<file path="config.mk">
export PLATFORM = sky130hd
export DESIGN_NAME = fb_tap_sequencer_flat
export DESIGN_NICKNAME = d
export VERILOG_FILES = /design/src/rtl/fb_tap_sequencer_if.sv /design/src/rtl/fb_tap_sequencer.sv /design/src/flat_wrapper.sv
export SDC_FILE = /design/constraint.sdc
export NUM_CORES = 2
export LEC_CHECK = 0
export BUFFER_PORTS_ARGS = -buffer_cell sky130_fd_sc_hd__buf_2
export CAP_MARGIN = 20
export CORE_MARGIN = 2
export CORE_UTILIZATION = 55
export CTS_BUF_LIST = sky130_fd_sc_hd__clkbuf_2
export DETAILED_ROUTE_END_ITERATION = 7
export GPL_ROUTABILITY_DRIVEN = 1
export GPL_TIMING_DRIVEN = 0
export PLACE_DENSITY = 0.72
export SYNTH_ARGS = -nofsm -noshare
export SYNTH_HDL_FRONTEND = slang
export SYNTH_SLANG_ARGS = --single-unit
</file>
<file path="constraint.sdc">
create_clock -name clock -period 3.4 [get_ports clock]
set_input_delay 0.17 -clock clock [delete_from_list [all_inputs] [get_ports clock]]
set_output_delay 0.17 -clock clock [all_outputs]
set_load 0.01 [all_outputs]
</file>
<file path="src/rtl/fb_tap_sequencer_if.sv">
// Serial tap stream between the delay-line sequencer (master) and a time-shared MAC (slave).
// Widths must match the sequencer's IDX_W and tap output width.
interface fb_tap_sequencer_if #(
    parameter int IDX_W = 7,
    parameter int OUT_W = 11
);
    logic                    tap_ready;
    logic                    tap_valid;
    logic [IDX_W-1:0]        tap_idx;
    logic signed [OUT_W-1:0] tap_data;
    logic                    tap_first;
    logic                    tap_last;

    modport master (
        input  tap_ready,
        output tap_valid, tap_idx, tap_data, tap_first, tap_last
    );

    modport slave (
        output tap_ready,
        input  tap_valid, tap_idx, tap_data, tap_first, tap_last
    );
endinterface

</file>
<file path="src/rtl/fb_tap_sequencer.sv">
// Decimated input delay line, phase counter and serial tap streamer for a time-shared MAC.
// Optional macro FB_TAP_FOLD_EN streams pre-added symmetric tap pairs (OUT_W = DATA_W+1).
module fb_tap_sequencer #(
    parameter int DATA_W = 11,
    parameter int TAPS   = 119,
    parameter int DECIM  = 56,
    parameter int IDX_W  = $clog2(TAPS)
) (
    input  logic                     clock,
    input  logic                     reset,
    input  logic                     clk_enable,
    input  logic signed [DATA_W-1:0] filter_in,
    output logic                     phase_tick,
    output logic                     busy,
    output logic                     overrun,
    fb_tap_sequencer_if.master       tap
);
`ifdef FB_TAP_FOLD_EN
    localparam int OUT_W = DATA_W + 1;
    localparam int LAST  = (TAPS + 1) / 2 - 1;
`else
    localparam int OUT_W = DATA_W;
    localparam int LAST  = TAPS - 1;
`endif
    localparam int PH_W = $clog2(DECIM);

    typedef enum logic {IDLE, STREAM} state_t;

    state_t                    state_q, state_d;
    logic [PH_W-1:0]           phase_q, phase_d;
    logic [IDX_W-1:0]          idx_q, idx_d;
    logic signed [DATA_W-1:0]  pend_q, pend_d;
    logic                      pend_v_q, pend_v_d;
    logic                      overrun_q, overrun_d;
    logic signed [DATA_W-1:0]  line_q [TAPS];
    logic                      shift_en;
    logic signed [DATA_W-1:0]  shift_val;
    logic                      xfer, at_last;

    assign phase_tick = clk_enable && (phase_q == PH_W'(DECIM - 1));
    assign xfer       = (state_q == STREAM) && tap.tap_ready;
    assign at_last    = (idx_q == IDX_W'(LAST));

    always_comb begin
        phase_d   = phase_q;
        state_d   = state_q;
        idx_d     = idx_q;
        pend_d    = pend_q;
        pend_v_d  = pend_v_q;
        overrun_d = overrun_q;
        shift_en  = 1'b0;
        shift_val = filter_in;
        if (clk_enable) begin
            phase_d = phase_tick ? '0 : phase_q + 1'b1;
        end
        case (state_q)
            IDLE: begin
                if (phase_tick) begin
                    shift_en = 1'b1;
                    state_d  = STREAM;
                    idx_d    = '0;
                end
            end
            STREAM: begin
                if (xfer && at_last) begin
                    idx_d = '0;
                    // Pending sample goes into the line before any sample arriving on this edge.
                    if (pend_v_q) begin
                        shift_en  = 1'b1;
                        shift_val = pend_q;
                        pend_v_d  = phase_tick;
                        if (phase_tick) pend_d = filter_in;
                    end else if (phase_tick) begin
                        shift_en = 1'b1;
                    end else begin
                        state_d = IDLE;
                    end
                end else begin
                    if (xfer) idx_d = idx_q + 1'b1;
                    if (phase_tick) begin
                        if (pend_v_q) overrun_d = 1'b1;
                        pend_d   = filter_in;
                        pend_v_d = 1'b1;
                    end
                end
            end
            default: state_d = IDLE;
        endcase
    end

    always_ff @(posedge clock or negedge reset) begin
        if (!reset) begin
            state_q   <= IDLE;
            phase_q   <= '0;
            idx_q     <= '0;
            pend_q    <= '0;
            pend_v_q  <= 1'b0;
            overrun_q <= 1'b0;
            for (int k = 0; k < TAPS; k++) line_q[k] <= '0;
        end else begin
            state_q   <= state_d;
            phase_q   <= phase_d;
            idx_q     <= idx_d;
            pend_q    <= pend_d;
            pend_v_q  <= pend_v_d;
            overrun_q <= overrun_d;
            if (shift_en) begin
                line_q[0] <= shift_val;
                for (int k = 1; k < TAPS; k++) line_q[k] <= line_q[k-1];
            end
        end
    end

    logic signed [OUT_W-1:0] tap_data_w;
`ifdef FB_TAP_FOLD_EN
    localparam logic [IDX_W-1:0] MIR_BASE = IDX_W'(TAPS - 1);
    localparam logic [IDX_W-1:0] CENTRE   = IDX_W'((TAPS - 1) / 2);
    logic [IDX_W-1:0]         mir_idx;
    logic signed [DATA_W-1:0] near_s, far_s;
    logic signed [OUT_W-1:0]  near_x, far_x;
    assign mir_idx = MIR_BASE - idx_q;
    assign near_s  = line_q[idx_q];
    assign far_s   = line_q[mir_idx];
    assign near_x  = {near_s[DATA_W-1], near_s};
    assign far_x   = {far_s[DATA_W-1], far_s};
    // With odd TAPS the centre tap has no partner and is passed through alone.
    assign tap_data_w = ((TAPS % 2) == 1 && idx_q == CENTRE) ? near_x : near_x + far_x;
`else
    assign tap_data_w = line_q[idx_q];
`endif

    assign tap.tap_valid = (state_q == STREAM);
    assign tap.tap_idx   = idx_q;
    assign tap.tap_data  = tap_data_w;
    assign tap.tap_first = (state_q == STREAM) && (idx_q == '0);
    assign tap.tap_last  = (state_q == STREAM) && at_last;
    assign busy          = (state_q != IDLE);
    assign overrun       = overrun_q;
endmodule

</file>
<file path="src/flat_wrapper.sv">
// flat-port wrapper written by rule: the top's interface ports become plain ports
module fb_tap_sequencer_flat 
#(
    parameter int DATA_W = 11,
    parameter int TAPS   = 119,
    parameter int DECIM  = 56,
    parameter int IDX_W  = $clog2(TAPS)
)
  (clock, reset, clk_enable, filter_in, phase_tick, busy, overrun, tap_tap_ready, tap_tap_valid, tap_tap_idx, tap_tap_data, tap_tap_first, tap_tap_last);
  fb_tap_sequencer_if #(.IDX_W(IDX_W), .OUT_W((DATA_W))) tap_i ();
  input  logic clock;
  input  logic reset;
  input  logic clk_enable;
  input  logic signed [DATA_W-1:0] filter_in;
  output logic phase_tick;
  output logic busy;
  output logic overrun;
  input wire logic [$bits(tap_i.tap_ready)-1:0] tap_tap_ready;
  output wire logic [$bits(tap_i.tap_valid)-1:0] tap_tap_valid;
  output wire logic [$bits(tap_i.tap_idx)-1:0] tap_tap_idx;
  output wire logic [$bits(tap_i.tap_data)-1:0] tap_tap_data;
  output wire logic [$bits(tap_i.tap_first)-1:0] tap_tap_first;
  output wire logic [$bits(tap_i.tap_last)-1:0] tap_tap_last;
  assign tap_i.tap_ready = tap_tap_ready;
  assign tap_tap_valid = tap_i.tap_valid;
  assign tap_tap_idx = tap_i.tap_idx;
  assign tap_tap_data = tap_i.tap_data;
  assign tap_tap_first = tap_i.tap_first;
  assign tap_tap_last = tap_i.tap_last;
  fb_tap_sequencer #(.DATA_W(DATA_W), .TAPS(TAPS), .DECIM(DECIM), .IDX_W(IDX_W)) u_core (.clock(clock), .reset(reset), .clk_enable(clk_enable), .filter_in(filter_in), .phase_tick(phase_tick), .busy(busy), .overrun(overrun), .tap(tap_i));
endmodule
</file>
### Yosys cells after proc, flatten, opt, wreduce, memory -nomap -nowiden

Cells that the tools add are included.

* bits in registers: 1336
* input port bits: 15
* output and inout bits: 24
* logic and storage cells: 170

* $add $sub $neg: 2
* $lt $le $gt $ge: 1
* eq/ne operators: 5
* muxes and demuxes: 23
* bitwise logic cells: 3
* reduce and logical (&&, ||, !) cells: 11

Operators with widths (number)
* 2-to-1 mux 11 bit: 8
* binary-select mux 11 bit (select 7 bit): 1
* 2-to-1 mux 7 bit: 3
* one-hot mux 7 bit (2 select lines): 1
* >= comparator 8 bit, second input constant: 1
* NOT 7 -> 8 bit: 1
* adder 7 x 1 -> 7 bit, second input constant: 1
* == test 7 bit, second input constant: 1
* zero test 7 bit: 1
* 2-to-1 mux 1 bit: 7
* adder 6 x 1 -> 6 bit, second input constant: 1
* == test 6 bit, second input constant: 1
* 2-to-1 mux 6 bit: 1
* AND reduction 2 bit: 3
* logical AND 1 bit: 5
* inequality test 2 x 1 -> 1 bit, second input constant: 2
* one-hot mux 1 bit (2 select lines): 2
* AND reduction 4 bit: 1
* inequality test 3 bit, second input constant: 1
* NOT 1 bit: 2
* nonzero test 2 bit: 1

### Depth between registers and ports, before layout

* depth after elaboration: 6
* depth in mapped cells: 17
* depth with buffers taken out: 8

### Worst setup path before layout

OpenSTA, ideal clock, no wires.

* path type: register to register
* from: reg u_core.idx_q[0] (netlist: u_core.tap.tap_idx[0])
* to: reg u_core.line_q[1199] (netlist bit)
* library setup time: 0.125 ns
* arrival: 2.973 ns
* required time: 3.275 ns
* slack: 0.302 ns
* cell stages (with the launch flop): 17
* path buffers: 9
* clock period less this slack: 3.098 ns
* path through: dfrtp_1 buf_6 buf_12 buf_6 buf_6 buf_6 buf_6 inv_1 ha_1 nand4_1 nor2_1 nand2_1 a21oi_2 buf_6 buf_6 buf_6 mux2_2

* word-level cells in the longest chain between the ends: 4

RTL lines
* start, declared: line fb_tap_sequencer.sv:31 `logic [IDX_W-1:0] idx_q, idx_d;`
* start signal, assigned: line fb_tap_sequencer.sv:103 `idx_q <= idx_d;`
* == test 7 bit: line fb_tap_sequencer.sv:42 `assign at_last = (idx_q == IDX_W'(LAST));`
* logical AND 1 bit: line fb_tap_sequencer.sv:65 `if (xfer && at_last) begin`
* 2-to-1 mux 1 bit: line fb_tap_sequencer.sv:65
* one-hot mux 1 bit (2 select lines): line fb_tap_sequencer.sv:56 `case (state_q)`
* end, declared: line fb_tap_sequencer.sv:35 `logic signed [DATA_W-1:0] line_q [TAPS];`

No other way between the ends.
A chain may end at the register's enable or synchronous reset.

### Worst setup path after layout

* from: reg u_core.idx_q[2] (netlist: u_core.tap.tap_idx[2])
* to: out tap_tap_data[0]

* word-level cells in the longest chain between the ends: 4

RTL lines
* NOT 7 -> 8 bit (not written as such): line fb_tap_sequencer.sv:129 `assign tap_data_w = line_q[idx_q];`
* binary-select mux 11 bit (select 7 bit): line fb_tap_sequencer.sv:129
* 2-to-1 mux 11 bit (not written as such) (2 in a row): line fb_tap_sequencer.sv:129
* end, declared: line flat_wrapper.sv:21 `output wire logic [$bits(tap_i.tap_data)-1:0] tap_tap_data;`

No other way between the ends. The select of a mux whose other input is x is not followed.

==> results.cfg <==
[run_status]
status = finished, violations left
violations = DRC, setup timing

[routing]
drc = 3
vias = 38760
antenna_left = 0
drt-initial-drc-count = 3757
routed_wirelength_um = 184800
firstDrtPassIters = 8
vias_per_cell = 6.342
wire_per_inst_um = 30.24

[sta]
finalSetupTns_ps = -561770
period_needed_ps = 4990
final_max_slew_viol_count = 0
relSlewSlack = 0.2424
fmax_mhz = 200.4
worst_pin_slew_ps = 1136
setup_slack_ps = -1590
hold_violations = 0
fin_crit_sh = 1.468
setup_viol = 1334
clock_skew_ps = 157.2
rsz0062_at_grt = yes

[clock_network]
insertion_delay_ps = 1690
cts_tree = yes
h-tree-depth = 5
cts_made_buffers = 357
cts_sinks = 1336
root_buffer = clkbuf_2
cts_buffer_depth = 4
clk_pin_slew_worst_paths_ps = 110

[global_route]
grt_max_degree = 171
grt_pass1_vias = 39060
antenna_found_initial = 4
gr-total-overflow = 0
grt_pass1_wl_um = 264700
gr-usage-all-layers = 0.3241

[power_and_ir_drop]
p_leak_nw = 34.39
p_sw_mw = 10.65
p_int_mw = 22.84
p_comb_frac = 0.199
powerDensity_nw_per_um2 = 466.2
sw_frac_of_total = 0.3181
ir_worst_vdd_v = 0.0003313
p_seq_frac = 0.479
clkPwrFrac = 0.322

[placement]
portBuffers = 37
routabilityCongestion = 0.9768
place_hpwl_um = 121900
placed_cells = 5324

[synthesis]
yosys.area_share.simple = 0.01471
synth_warnings = 0
netlist_area_um2 = 61000
yosysSeqAreaShare = 0.5480
yosys.area_share.xor_xnor = 0.0002871
synthArstFlopShare = 1.000
syn-mean-instance-area_um2 = 16.16
synth_nets = 3793
synthFlopType = dfrtp_1
synth_cells = 3774
synthMuxAreaShare = 0.3784
yosysUniqueCellTypes = 62
synth_edf_count = 0
synth-seq-cells = 1336
synthAdderAreaFrac = 0.0008204
synth_top_family_by_area = multiplexers
synth_compound_area_frac = 0.02250

[critical_path]
worstRegToRegCells = 21
path_class = flop to output pin
cp_common_cell = buf_8
crit_fanout = 10
endpoint_kind = output pin
critPathRequiredTime_ps = 3230
path_cells = inv_4 -> buf_8 -> buf_6 -> buf_4 -> buf_8 -> mux2i_4 -> a32oi_2 -> nand4_1 -> o211ai_1 -> buf_2
cp.arrival_ps = 4820
max_stage_delay_ps = 520
reg2reg_slack_ps = -600
worstSetupStartpointType = flop
crit_path_top_delay_cell = o211ai_1
timing.rr.start = u_core.tap.tap_idx[0]$_DFFE_PN0P_
r2r-end = u_core.line_q[873]$_DFFE_PN0P_

[floorplanning]
num_rows = 122
boundaryPins = 39
die_w_um = 337.0
initial_core_util = 0.5528
die-area_um2 = 113600
core-area_um2 = 110400
die_h_um = 337.0

[cells_and_area]
drive_above_1_share = 0.5845
fin_cells = 6111
fillers = 8049
nets = 4423
syn2layout_area_growth_pct = 17.77

[flow_run]
drv_cap = 0

[hold_path]
hp-class = primary input to async pin
layout make-up:
class	count	area (µm²)	area share
Tap cell	1488	1862	0.02591
Buffer	274	3717	0.05174
Timing Repair Buffer	274	3580	0.04983
Antenna cell	5	12.51	0.0001742
Multi-Input combinational cell	2153	26330	0.3665
Clock buffer	509	2547	0.03546
Inverter	8	37.54	0.0005225
Clock inverter	64	319.1	0.004441
Sequential cell	1336	33440	0.4654
cells by family (layout without fill, tap and decap cells):
group | after synthesis | after routing
adders and majority gates | 4 | 4
AOI/OAI and AO/OA | 199 | 199
and+or+nand+nor | 194 | 194
xor gates and xnor gates | 2 | 2
muxes | 1754 | 1754
DFF | 1336 | 1336
other | 0 | 5
buffers and inverters | 285 | 1129
metrics by stage:
step	setup slack (ps)	total power, mW	utilization	hold WS (ps)	cell area [µm²]
after floorplan	302.0	18.79	-	-125.6	61000
after global placement	-27180	21.06	0.5713	417.7	63050
after detailed placement	-1554	21.17	0.5759	268.9	63560
after CTS	-1609	33.13	0.6318	69.63	69730
after global routing	-1572	34.72	0.6510	253.1	71840
final	-1590	33.49	0.6510	224.0	71840
repair_timing:
| item | in CTS | in global routing |
|---|---|---|
| endpoints found under the hold margin | 2358 | 0 |
| cloned | 12 | 25 |
| hold buffers | 43 | 0 |
| endpoints found under the setup margin | 1338 | 1335 |
| gates resized for setup | 425 | 229 |
| pin swaps | 32 | 30 |
| setup buffers | 69 | 63 |
how the worst max path moves through the flow:
stage                                                 start                              end  slack, ps
after global placement                                reset   u_core.line_q[222]$_DFFE_PN0P_     -27180
after CTS                 u_core.tap.tap_idx[0]$_DFFE_PN0P_                  tap_tap_data[2]      -1610
after detailed placement  u_core.tap.tap_idx[3]$_DFFE_PN0P_                  tap_tap_data[2]      -1550
after global routing      u_core.tap.tap_idx[0]$_DFFE_PN0P_                  tap_tap_data[0]      -1570
final                     u_core.tap.tap_idx[2]$_DFFE_PN0P_                  tap_tap_data[0]      -1590
after floorplan           u_core.tap.tap_idx[0]$_DFFE_PN0P_  u_core.line_q[1199]$_DFFE_PN0P_        300
critical path: cells and delay by family (launching register included):
family	cells	cell delay, ps
AOI/OAI and AO/OA	2	720
and+or+nand+nor	1	400
buffers and inverters	6	1400
DFF	1	500
muxes	1	90
cells in the mapped netlist, drive strengths merged, types with 2 or more instances:
master,count,area share
nor2b,11,0.0011
clkbuf,38,0.0023
or3b,2,0.00029
a21o,3,0.00037
a22oi,4,0.00049
a211oi,7,0.00086
o41ai,2,0.00029
o211ai,4,0.00049
o31ai,6,0.00074
or3,4,0.00041
nor3,3,0.00025
nand3,17,0.0014
a221oi,20,0.0029
inv,7,0.00043
nor4,3,0.00031
o311ai,2,0.00029
o22ai,16,0.0016
and2,2,0.00021
dfrtp,1336,0.55
nor2,55,0.0034
nand4,14,0.0014
a221o,2,0.00033
o31a,2,0.00029
ha,4,0.00082
o2111ai,6,0.00086
mux2i,111,0.018
mux2,1335,0.25
nand2b,2,0.00021
a211o,2,0.00029
mux4,308,0.11
buf,239,0.032
nand2,69,0.0042
o21ai,30,0.0025
a32oi,4,0.00057
o221ai,23,0.0033
a2111oi,2,0.00029
o21bai,4,0.00049
a311oi,4,0.00057
a31oi,7,0.00072
a21oi,46,0.0038
nand3b,7,0.00086
power groups by stage:
| stage | Clock (mW) | Sequential (mW) | Combinational, mW |
|---|---|---|---|
| after global placement | 0 | 16.4 | 4.68 |
| after CTS | 10.9 | 16.0 | 6.17 |
| after detailed placement | 0 | 16.4 | 4.81 |
| final | 10.8 | 16.1 | 6.66 |
| after global routing | 11.8 | 16.1 | 6.80 |
| after floorplan | 0 | 16.3 | 2.45 |
sequential cells by signal (all words and copies together) (netlist names):
register            count
u_core.overrun          1
u_core.pend_v_q         1
u_core.pend_q          11
u_core.line_q        1309
u_core.busy             1
u_core.phase_q          6
u_core.tap.tap_idx      7
metal layers:
| layer | up-vias | global-route usage | routed length (µm) |
|---|---|---|---|
| li1 | 15760 | - | - |
| met1 | 20730 | 0.4399 | 74200 |
| met2 | 1823 | 0.4754 | 84390 |
| met3 | 442 | 0.08932 | 16430 |
| met4 | 0 | 0.1784 | 9755 |
| met5 | - | 0 | 0 |
cell usage in the layout (no fill, tap or decap), drive strengths merged, types with 11 or more instances in the layout:
master / n
clkbuf: 567
a221oi: 20
nor2: 55
mux2: 1335
mux2i: 111
buf: 441
o21ai: 30
o221ai: 23
o22ai: 16
nand4: 14
nand3: 17
clkinv: 55
a21oi: 46
inv: 11
nor2b: 11
mux4: 308
dfrtp: 1336
nand2: 69
dlygate4sd3: 43
Power figures use the tool's default switching activity.
